### config.mk
export PLATFORM = sky130hd
export DESIGN_NAME = alu_controller
export DESIGN_NICKNAME = d
export VERILOG_FILES = /design/src/rtl/alu_pkg.sv /design/src/rtl/alu_controller.sv
export SDC_FILE = /design/constraint.sdc
export NUM_CORES = 1
export LEC_CHECK = 0
export ABC_AREA = 1
export BUFFER_PORTS_ARGS = -buffer_cell sky130_fd_sc_hd__buf_4
export CAP_MARGIN = 20
export CORE_MARGIN = 1.5
export CORE_UTILIZATION = 51
export DETAILED_ROUTE_END_ITERATION = 12
export PLACE_DENSITY = 0.87
export REMOVE_ABC_BUFFERS = 1
export SETUP_SLACK_MARGIN = 0.5
export SLEW_MARGIN = 20
export SYNTH_ARGS = -nofsm -noshare
export SYNTH_HDL_FRONTEND = slang
export SYNTH_SLANG_ARGS = --single-unit
### constraint.sdc
create_clock -name clk -period 2.01 [get_ports clk]
set_clock_uncertainty 0.15 [all_clocks]
set_input_delay 0.3015 -clock clk [delete_from_list [all_inputs] [get_ports clk]]
set_output_delay 0.3015 -clock clk [all_outputs]
set_load 0.005 [all_outputs]
### src/rtl/alu_pkg.sv
// Shared ALU definitions: datapath width, opcode encoding and controller state type.
package alu_pkg;

  localparam int   DATA_WIDTH  = 8;
  localparam int   ALU_OPCODES = 2;
  localparam logic ON          = 1'b1;
  localparam logic OFF         = 1'b0;

  localparam int CTRL_TIMEOUT_DEFAULT = 16;

  typedef enum logic [ALU_OPCODES-1:0] {
    OP_ADD  = 2'd0,
    OP_SUB  = 2'd1,
    OP_PAR  = 2'd2,
    OP_COMP = 2'd3
  } alu_op_t;

  typedef enum logic [2:0] {
    IDLE,
    STORE_A,
    STORE_B,
    START,
    RESP,
    RECOVER
  } ctrl_state_t;

endpackage

### src/rtl/alu_controller.sv
// Sequences one alu_datapath on behalf of a single requester: command in,
// operand/start strobes out, bounded wait for alu_done, response back.
module alu_controller
  import alu_pkg::*;
#(
  parameter int TIMEOUT_CYCLES = CTRL_TIMEOUT_DEFAULT,
  parameter int CNT_WIDTH      = 16
) (
  input  logic                   clk,
  input  logic                   rst_n,
  input  logic                   req_valid,
  output logic                   req_ready,
  input  logic [ALU_OPCODES-1:0] req_opcode,
  input  logic [DATA_WIDTH-1:0]  req_a,
  input  logic [DATA_WIDTH-1:0]  req_b,
  output logic                   rsp_valid,
  input  logic                   rsp_ready,
  output logic [DATA_WIDTH-1:0]  rsp_result,
  output logic                   rsp_overflow,
  output logic                   rsp_timeout,
  output logic [DATA_WIDTH-1:0]  alu_data,
  output logic [ALU_OPCODES-1:0] opcode_value,
  output logic                   store_a,
  output logic                   store_b,
  output logic                   start,
  input  logic                   alu_done,
  input  logic [DATA_WIDTH-1:0]  result,
  input  logic                   overflow_def,
  output logic                   busy,
  output logic [CNT_WIDTH-1:0]   op_count
);

  localparam int            TW      = (TIMEOUT_CYCLES > 2) ? $clog2(TIMEOUT_CYCLES) : 1;
  localparam logic [TW-1:0] TO_LAST = TW'(TIMEOUT_CYCLES - 1);

  ctrl_state_t           state, next_state;
  logic [TW-1:0]         to_cnt;
  logic [DATA_WIDTH-1:0] a_q, b_q;
  logic                  accept, done_seen, timed_out;

  assign accept    = (state == IDLE) && req_valid;
  assign done_seen = (state == START) && alu_done;
  // alu_done takes priority over the last timeout cycle.
  assign timed_out = (state == START) && !alu_done && (to_cnt == TO_LAST);

  // NOTE: every variable assigned here gets a default first so no latch is inferred.
  always_comb begin
    next_state = state;
    case (state)
      IDLE:    if (req_valid) next_state = STORE_A;
      STORE_A: next_state = STORE_B;
      STORE_B: next_state = START;
      START:   if (done_seen || timed_out) next_state = RESP;
      RESP:    if (rsp_ready) next_state = RECOVER;
      RECOVER: next_state = IDLE;
      default: next_state = IDLE;
    endcase
  end

  assign req_ready = (state == IDLE);
  assign busy      = (state != IDLE);
  assign alu_data  = (state == STORE_A) ? a_q :
                     (state == STORE_B) ? b_q : '0;

  // NOTE: sequential state uses non-blocking assignments so every flop samples pre-edge values.
  always_ff @(posedge clk or negedge rst_n) begin
    if (!rst_n) begin
      state        <= IDLE;
      to_cnt       <= '0;
      a_q          <= '0;
      b_q          <= '0;
      opcode_value <= '0;
      store_a      <= OFF;
      store_b      <= OFF;
      start        <= OFF;
      rsp_valid    <= OFF;
      rsp_result   <= '0;
      rsp_overflow <= OFF;
      rsp_timeout  <= OFF;
      op_count     <= '0;
    end else begin
      state     <= next_state;
      // Strobes are registered from the next state so they align with it.
      store_a   <= (next_state == STORE_A);
      store_b   <= (next_state == STORE_B);
      start     <= (next_state == START);
      rsp_valid <= (next_state == RESP);

      if (state == START) to_cnt <= to_cnt + TW'(1);
      else                to_cnt <= '0;

      if (accept) begin
        opcode_value <= req_opcode;
        a_q          <= req_a;
        b_q          <= req_b;
      end

      if (done_seen) begin
        rsp_result   <= result;
        rsp_overflow <= overflow_def;
        rsp_timeout  <= OFF;
      end else if (timed_out) begin
        rsp_result   <= '0;
        rsp_overflow <= OFF;
        rsp_timeout  <= ON;
      end

      if ((state == RESP) && rsp_ready) op_count <= op_count + CNT_WIDTH'(1);
    end
  end

endmodule

# ---- After elaboration in Yosys (flattened, before gate mapping)
# Index checks and enable logic that the tools add are counted.
dict set report op_classes {
  n_addsub 2
  n_eq_ne 9
  mux 13
  n_reduce_logical 10
}
# cell count
set ops {}
lappend ops {{$mux 8} 4}
lappend ops {{$add 16x1->16 const B} 1}
lappend ops {{$pmux 3 s5} 1}
lappend ops {{$eq 3x2->1 const B} 4}
lappend ops {{$mux 3} 3}
lappend ops {{$eq 3x1->1 const B} 2}
lappend ops {{$eq 3x3->1 const B} 2}
lappend ops {{$logic_and 1x1->1} 5}
lappend ops {{$add 4x1->4 const B} 1}
lappend ops {{$eq 4x4->1 const B} 1}
lappend ops {{$mux 1} 4}
lappend ops {{$mux 4} 1}
lappend ops {{$logic_not 3->1} 1}
lappend ops {{$reduce_bool 3->1} 1}
lappend ops {{$reduce_bool 2->1} 1}
lappend ops {{$logic_not 1->1} 1}
lappend ops {{$logic_or 1x1->1} 1}
dict set report totals {
  register_bits 55
  input_bits 32
  out_inout_bits 42
  elab_cells 47
}

# ---- Depth between registers and ports, before layout
# Gate-level depths: netlist of run 1.
dict set report depth {
  word_depth 7
  depth_mapped 8
  ltp_nobuf 8
}

# ---- Worst setup path after synthesis of run 1
# OpenSTA, ideal clock, no wires.
dict set report synth_timing {
  path_kind {register to register}
  start {register state[0]}
  end {register op_count[11]}
  setup_ps 117
  t_arrival_ps 1172
  required_ps 1743
  slack_ps 572
  path_stages_with_launch 8
  path_buffers 1
  period_less_slack_ps 1438
  cell_sequence {dfrtp_1 -> nor2_2 -> nand3_1 -> buf_4 -> nor3_4 -> nand2_1 -> nand2_1 -> nand2_1}
}
dict set report synth_between {
  elab_chain_cells 2
}
# element line_no
set synth_lines {}
lappend synth_lines {{start: declaration} alu_controller.sv:36} ;# ctrl_state_t state, next_state;
lappend synth_lines {{start signal: assignment} alu_controller.sv:82} ;# state <= next_state;
lappend synth_lines {{$eq 3x3->1} alu_controller.sv:108} ;# if ((state == RESP) && rsp_ready) op_count <= op_count + CNT_WIDTH'(1);
lappend synth_lines {{$logic_and 1x1->1} alu_controller.sv:108}
lappend synth_lines {{end signal: assignment} alu_controller.sv:108}
lappend synth_lines {{end: declaration} alu_controller.sv:30} ;# output logic [CNT_WIDTH-1:0] op_count
# Every way passes these cells.
# A chain may end at the register's enable or synchronous reset.

# ---- Worst setup path after layout of run 1
dict set report layout_timing {
  start {register state[2]}
  end {output port alu_data[6]}
}
dict set report layout_between {
  elab_chain_cells 3
  word_cells_on_any_way 4
  classes_between {eq/ne (2); mux (2)}
}
# element line_no
set layout_lines {}
lappend layout_lines {{$eq 3x2->1} alu_controller.sv:63} ;# (state == STORE_B) ? b_q : '0;
lappend layout_lines {{$mux 8} alu_controller.sv:63}
lappend layout_lines {{$mux 8 *} alu_controller.sv:62} ;# assign alu_data = (state == STORE_A) ? a_q :
lappend layout_lines {{end: declaration} alu_controller.sv:21} ;# output logic [DATA_WIDTH-1:0] alu_data,
# Mark *: on every way between the ends. The rest lies on a longest branch, timed or not.

==> out/qor.txt, run 1 <==
Sequential element share of the synthesized area -> 56.3%
Final setup viols -> 0
First-pass GRT wire length -> 9.63 mm
Worst Hold Class -> in -> reg
WL final -> 6.09 mm
Leakage power -> 1.79 nW
Syn. warnings -> 0
RD Place Congestion -> 0.863
Hold path cells -> 3
CP required -> 1.56 ns
Max_slew headroom -> 54.7%
Fill count -> 321
Share of cells above drive strength 1 -> 33.7%
GRT Resource Usage Total -> 23.6%
Non-Filler Instances -> 422
First-pass DRT Iterations -> 4
Status -> completed
Die area -> 0.00522 sq mm
Setup tns final -> 0 ns
ANT nets after route -> 0
RR Startpoint -> state[0]
Syn_area_per_cell -> 8.82 sq um
Maximum clock frequency -> 535 MHz
DPL Wire Length -> 3.85 mm
Congestion Overflow GR -> 0
# rows -> 25
Peak supply drop -> 745 uV
Total Power -> 4.15 mW
Endpoint type of the worst setup path -> primary output
Final hold viol count -> 0
Hold path start -> req_b[7]
Ant diodes -> 0
Distinct cells, synth -> 23
Iter 0 DRT Violations -> 120
IO Pins -> 74
Largest fanout on the critical path -> 5
Die Height -> 72.2 microns
Core region area -> 0.00466 sq mm
Slowest cell on the critical path -> dfrtp_1
Max-cap violation count -> 0
Crit path time final -> 1.87 ns
Pins over their slew limit -> 0
Initial antenna violation count -> 0
Area delta synth->final -> 38.0%
CTS max path bufs -> 2
Wirelength per Cell -> 14.4 microns
H-tree levels -> 2
Final net count -> 401
Yosys reg bits -> 55
Main area contributors after synthesis -> dfrtp_1 56%, nand2_1 17%, a22o_1 6.1%
Fin crit share -> 92.9%
Reg2Reg Setup Slack -> 0.31 ns
Vias per cell -> 5.22
Post-route DRC -> 0
Largest delay share family, worst path -> flip-flops
RSZ-0062 raised after global routing -> yes
CTS buffer count -> 5
Register clock-pin slew on the reported worst setup and hold paths -> 0.09 ns
CP cell instances -> inv_2 > nand2_4 > nor2_4 > a22o_1 > buf_4
Root Driver -> clkbuf_8
Actual slew at the worst max-slew pin -> 0.679 ns
IO buf count -> 73
Placed Cells -> 403
Vias post-DR -> 2204
Clock Latency Late Sink -> 0.31 ns
Share of the synthesized area in the top cell type -> 56.3%
WS Path Type -> reg -> out
Initial core utilization -> 52.4%
Cell taking the most area after synthesis -> dfrtp_1
WP buf/inv -> 2
CP startpoint -> state[2]
Pwr dens -> 1230 mW/mm^2
FF-to-FF path depth -> 8
Largest net degree at the start of global routing -> 56
TritonCTS clock tree -> done
Vias in the first global route -> 2152
Die Wd -> 72.2 microns
Clock sink count -> 55
Data arrival, critical path -> 1.42 ns
Syn Inst Count -> 277
Worst setup SP type -> register
Levels on crit path -> 5
Crit-path max cell delay -> 0.41 ns
Synth Cell Area -> 0.00244 sq mm
## registers in the layout (all words and copies together) (netlist names), 2 cells and up
register and count:
to_cnt 4, state 3, b_q 8, opcode_value 2
rsp_result 8, a_q 8, op_count 16
## worst paths after layout
check | to
worst min-delay path | b_q[7]
min in group asynchronous | op_count[10]
worst max-delay path | alu_data[6]
max in group asynchronous | state[0]
worst max register to register | op_count[8]
worst min register to register | to_cnt[0]
## cell families after synthesis
| logic type | after synthesis | share of synthesized area (%) |
|---|---|---|
| xor+xnor | 8 | 2.87 |
| simple gates | 160 | 27.1 |
| compound gates | 25 | 7.73 |
| flops | 55 | 56.3 |
| buf+inv | 27 | 4.97 |
| fa+ha+maj | 2 | 1.02 |
## routing by layer
| layer | vias up | share of wire, % | GRT usage (%) |
|---|---|---|---|
| met1 | 1054 | 40 | 28.4 |
| met5 | - | 0 | 0 |
| met4 | 0 | 2.6 | 7.97 |
| li1 | 1059 | - | - |
| met2 | 75 | 52 | 40.6 |
| met3 | 16 | 5.8 | 6.94 |
## layout make-up
class	count	area (sq um)	area share, %
Clock buffer	6	72.6	2.15
Clock inverter	2	12.5	0.371
Multi-Input combinational cell	196	1070	31.9
Tap cell	54	67.6	2.00
Timing Repair Buffer	86	671	19.9
Inverter	23	93.8	2.78
Sequential cell	55	1380	40.9
## synth_stat cells
master      n
a21oi_1     2
a22o_1     17
and2_1      1
buf_2       1
buf_4       1
buf_6       2
clkinv_1    1
dfrtp_1    55
ha_1        2
inv_1      21
inv_2       1
nand2_1   109
nand2_2     1
nand3_1     8
nand3b_1    3
nand4_1     3
nor2_1     27
nor2_2      5
nor3_1      2
nor3_4      1
o21ai_0     6
xnor2_1     3
xor2_1      5
## cells in the final DEF (no fill, tap or decap), drive strengths merged
master | Yosys | layout
a21oi | 2 | 2
a22o | 17 | 17
and2 | 1 | 1
buf | 4 | 85
clkbuf | 0 | 6
clkinv | 1 | 2
clkinvlp | 0 | 2
dfrtp | 55 | 55
dlygate4sd3 | 0 | 1
ha | 2 | 2
inv | 22 | 21
nand2 | 110 | 110
nand3 | 8 | 8
nand3b | 3 | 3
nand4 | 3 | 3
nor2 | 32 | 33
nor3 | 3 | 3
o21ai | 6 | 6
xnor2 | 3 | 3
xor2 | 5 | 5
## metrics by stage
step           setup slack [ns]  area, sq um  util (%)  hold WS [ns]
4_1_cts                   0.187         3260      69.9        0.0281
3_3_place_gp              0.369         3050      65.4         0.230
3_5_place_dp              0.310         3050      65.4         0.234
2_1_floorplan             0.280         2410         -        -0.144
6_report                  0.142         3370      72.3        0.0318
5_1_grt                  0.0699         3370      72.3        0.0311
## power by group
group / internal, mW / switching, mW
clock: 0.244 / 0.357
sequential: 1.48 / 0.289
combinational: 0.922 / 0.858
total: 2.65 / 1.50
## worst reg2reg max path: stages (launching register included)
cell and delay, ns:
dfrtp_2 0.45, buf_6 0.14, nor2_4 0.10, buf_6 0.11
nand3_4 0.17, nor2_4 0.19, nand2_2 0.09, o21ai_2 0.14
nand2_1 0.06
## repair_timing
item                                    CTS  global route
cloned                                    1             0
buffers inserted                          7             2
hold buffers                              1             0
gates resized for setup                  18            31
endpoints found under the setup margin   34            59
hold endpoints to repair                 55             0
pin swaps                                 6            21
No activity file was read; power rests on OpenSTA's default activity.
==> run 2: changes to the inputs <==
Settings changed: ABC_AREA 1 to unset, CORE_UTILIZATION 51 to 46, PLACE_DENSITY 0.87 to 0.84.
Clock period 2.01 ns to 1.5 ns, I/O delays scaled along.
==> run 2 against run 1 <==
  * The run now ends with hold timing, setup timing left
  * Global-route usage rose by 0.49 points
  * Area after synthesis down 1.1%
  * Sequential power grew 37%
  * Cell count down 4.0%
  * Worst hold slack worse by 0.040 ns
  * Flip-flop and latch count is the same
  * Critical path depth grew 1
  * Synthesized cell count shrank 32%
  * Non-clock buffer count is 63 higher
  * Utilization rose by 12 points
  * Combinational power is 130% higher
  * Largest power group unchanged
==> out/qor.txt, run 2 <==
Status -> finished with violations
Violated checks -> hold timing, setup timing
First-pass GRT wire length -> 10.1 mm
Pwr dens -> 1730 mW/mm^2
Wirelength per Cell -> 19.0 microns
Setup tns final -> -16.25 ns
Final WS setup -> -0.434 ns
Reg2Reg Setup Slack -> -0.38 ns
Initial antenna violation count -> 0
Crit path time final -> 1.93 ns
RD Place Congestion -> 0.848
CP dominant cell by count -> buf_6
Crit-path max cell delay -> 0.47 ns
WL final -> 7.68 mm
Worst setup SP type -> register
Most frequent cells in the layout -> 76 x buf_4, 61 x buf_6, 52 x dfrtp_1, 18 x mux2_4, 14 x nor2_1
Ys async rst share -> 100%
Iter 0 DRT Violations -> 74
Leakage power -> 2.06 nW
WS Path Type -> reg -> out
Max-cap violation count -> 0
Distinct cells, synth -> 33
Pins over their slew limit -> 0
Largest net degree at the start of global routing -> 47
Mux share of post-synthesis cell area -> 9.78%
DR top layer -> met4
Register clock-pin slew on the reported worst setup and hold paths -> 0.09 ns
Syn Inst Count -> 187
Routed metal-1 wirelength -> 2.91 mm
Post-route DRC -> 0
Sequential element share of the synthesized area -> 56.9%
Worst Hold Class -> in -> reg
Synth Cell Area -> 0.00242 sq mm
Vias in the first global route -> 2110
Syn_area_per_cell -> 12.9 sq um
CTS max path bufs -> 2
Adder and majority gate portion of the synthesized area -> 1.04%
CP required -> 1.12 ns
Maximum clock frequency -> 517 MHz
Hold_buf cts -> 2
Met3 wire length -> 299 microns
DPL Wire Length -> 3.73 mm
Syn. warnings -> 0
CP cell instances -> buf_6 > nor2b_4 > buf_6 > a22oi_1 > nor2_1 > buf_4
Max_slew headroom -> 81.2%
Die area -> 0.00570 sq mm
Endpoint type of the worst setup path -> primary output
Count leader, synth -> dfrtp_1
Clock Latency Late Sink -> 0.30 ns
ANT nets after route -> 0
Top cells by count, synth -> 55 x dfrtp_1, 18 x nor2_1, 13 x xnor2_1
CP startpoint -> state[1]
IO Pins -> 74
Share of the synthesized area in the top cell type -> 56.9%
Setup crit end -> alu_data[4]
Congestion Overflow GR -> 0
FF-to-FF path depth -> 6
Post-synthesis compound-gate area fraction -> 7.40%
Peak supply drop -> 1190 uV
Post-synth EDFFs -> 0
Final setup viols -> 58
Synth Area in Simple Gates -> 14.0%
Top_reg_cell synth -> dfrtp_1
Core region area -> 0.00507 sq mm
Vias per cell -> 5.17
Number of flip-flops in the largest register -> 16
# rows -> 26
Die Height -> 75.5 microns
CTS buffer count -> 5
Main area contributors after synthesis -> dfrtp_1 57%, mux2_4 5.6%, xnor2_1 4.7%
Cell taking the most area after synthesis -> dfrtp_1
Final net count -> 368
First-pass DRT Iterations -> 4
XOR/XNOR Fraction of Synth Area -> 6.16%
Hold slack -> -0.00794 ns
Die Wd -> 75.5 microns
Clock sink count -> 55
Reg with most FFs -> op_count
Met2 WL post-DR -> 4.26 mm
Yosys reg bits -> 55
Root Driver -> clkbuf_8
Worst R2R End -> a_q[7]
Post-Place Setup Slack -> -0.356 ns
Most common cell after layout, fill and taps aside -> buf_4
Actual slew at the worst max-slew pin -> 0.279 ns
Fin crit share -> 129%
Data arrival, critical path -> 1.56 ns
H-tree levels -> 2
IO buf count -> 73
Final hold viol count -> 12
Largest fanout on the critical path -> 8
Initial core utilization -> 47.6%
RR Startpoint -> state[1]
Slowest cell on the critical path -> dfrtp_2
Largest family of logic cells by synthesized area -> simple AND/OR/NAND/NOR gates
RSZ-0062 raised after global routing -> yes
GRT Resource Usage Total -> 24.1%
Area delta synth->final -> 76.1%
Share of cells above drive strength 1 -> 64.8%
Vias post-DR -> 2094
TritonCTS clock tree -> done
Ant diodes -> 0
## run 2: cell types whose count changed after synthesis, sizes merged, moves of 4 or more
cell   change
inv       -17
mux2      +18
nor2      -14
xnor2     +10
a22o       -8
a22oi      +8
o21ai      -4
nand2    -101
## run 2: per-stage QoR
stage | instance area (sq um) | power [mW] | util (%) | instances
floorplan | 2320 | 3.42 | - | 177
global placement | 3260 | 4.67 | 64.2 | 353
detailed placement | 3260 | 4.77 | 64.2 | 353
CTS | 4000 | 6.61 | 78.7 | 390
global route | 4260 | 7.70 | 83.9 | 405
finish | 4260 | 7.36 | 83.9 | 405
## run 2: worst min-delay path by stage
stage                    from             to  slack [ns]  cells past startpoint
finish              result[3]  rsp_result[3]      -0.008                      2
CTS                 result[4]  rsp_result[4]       -0.02                      2
floorplan               rst_n         a_q[0]       -0.22                      0
global placement        rst_n  rsp_result[3]       -0.09                      1
detailed placement      rst_n  rsp_result[2]       -0.09                      1
global route        result[3]  rsp_result[3]       -0.02                      2
## run 2: final cells by class
class	count	area, sq um
Clock inverter	2	12.5
Inverter	5	18.8
Tap cell	70	87.6
Sequential cell	55	1380
Fill cell	260	818
Multi-Input combinational cell	118	1210
Clock buffer	6	72.6
Timing Repair Buffer	149	1480
## run 2: logic make-up after synthesis
group                    count (synthesis)
AO/OA/AOI/OAI                           23
XOR/XNOR                                17
buffers and inverters                   15
multiplexers                            18
adder cells (fa/ha/maj)                  2
flip-flops                              55
AND/OR/NAND/NOR                         57
## run 2: repair_timing
action	CTS	global route
pin swaps	40	19
setup endpoints to repair	97	97
endpoints found under the hold margin	76	23
cloned	2	1
buffers inserted	25	14
resized for setup	101	31
## run 2: power breakdown
group | switching, mW | internal [mW] | leakage (nW) | total [mW]
logic | 1.52 | 2.62 | 1.33 | 4.14
registers | 0.419 | 2.00 | 0.689 | 2.42
clock network | 0.473 | 0.328 | 0.0412 | 0.801
## run 2: metal layers
| metal | up-vias | global-route usage (%) |
|---|---|---|
| li1 | 948 | - |
| met1 | 1039 | 27.6 |
| met2 | 79 | 43.5 |
| met3 | 28 | 5.42 |
| met4 | 0 | 9.52 |
| met5 | - | 0 |
## run 2: critical path, delay by kind of cell (launching register included)
family | cells | cell delay [ns]
buffers and inverters | 3 | 0.44
DFF | 1 | 0.47
and+or+nand+nor | 2 | 0.26
AOI/OAI and AO/OA | 1 | 0.07
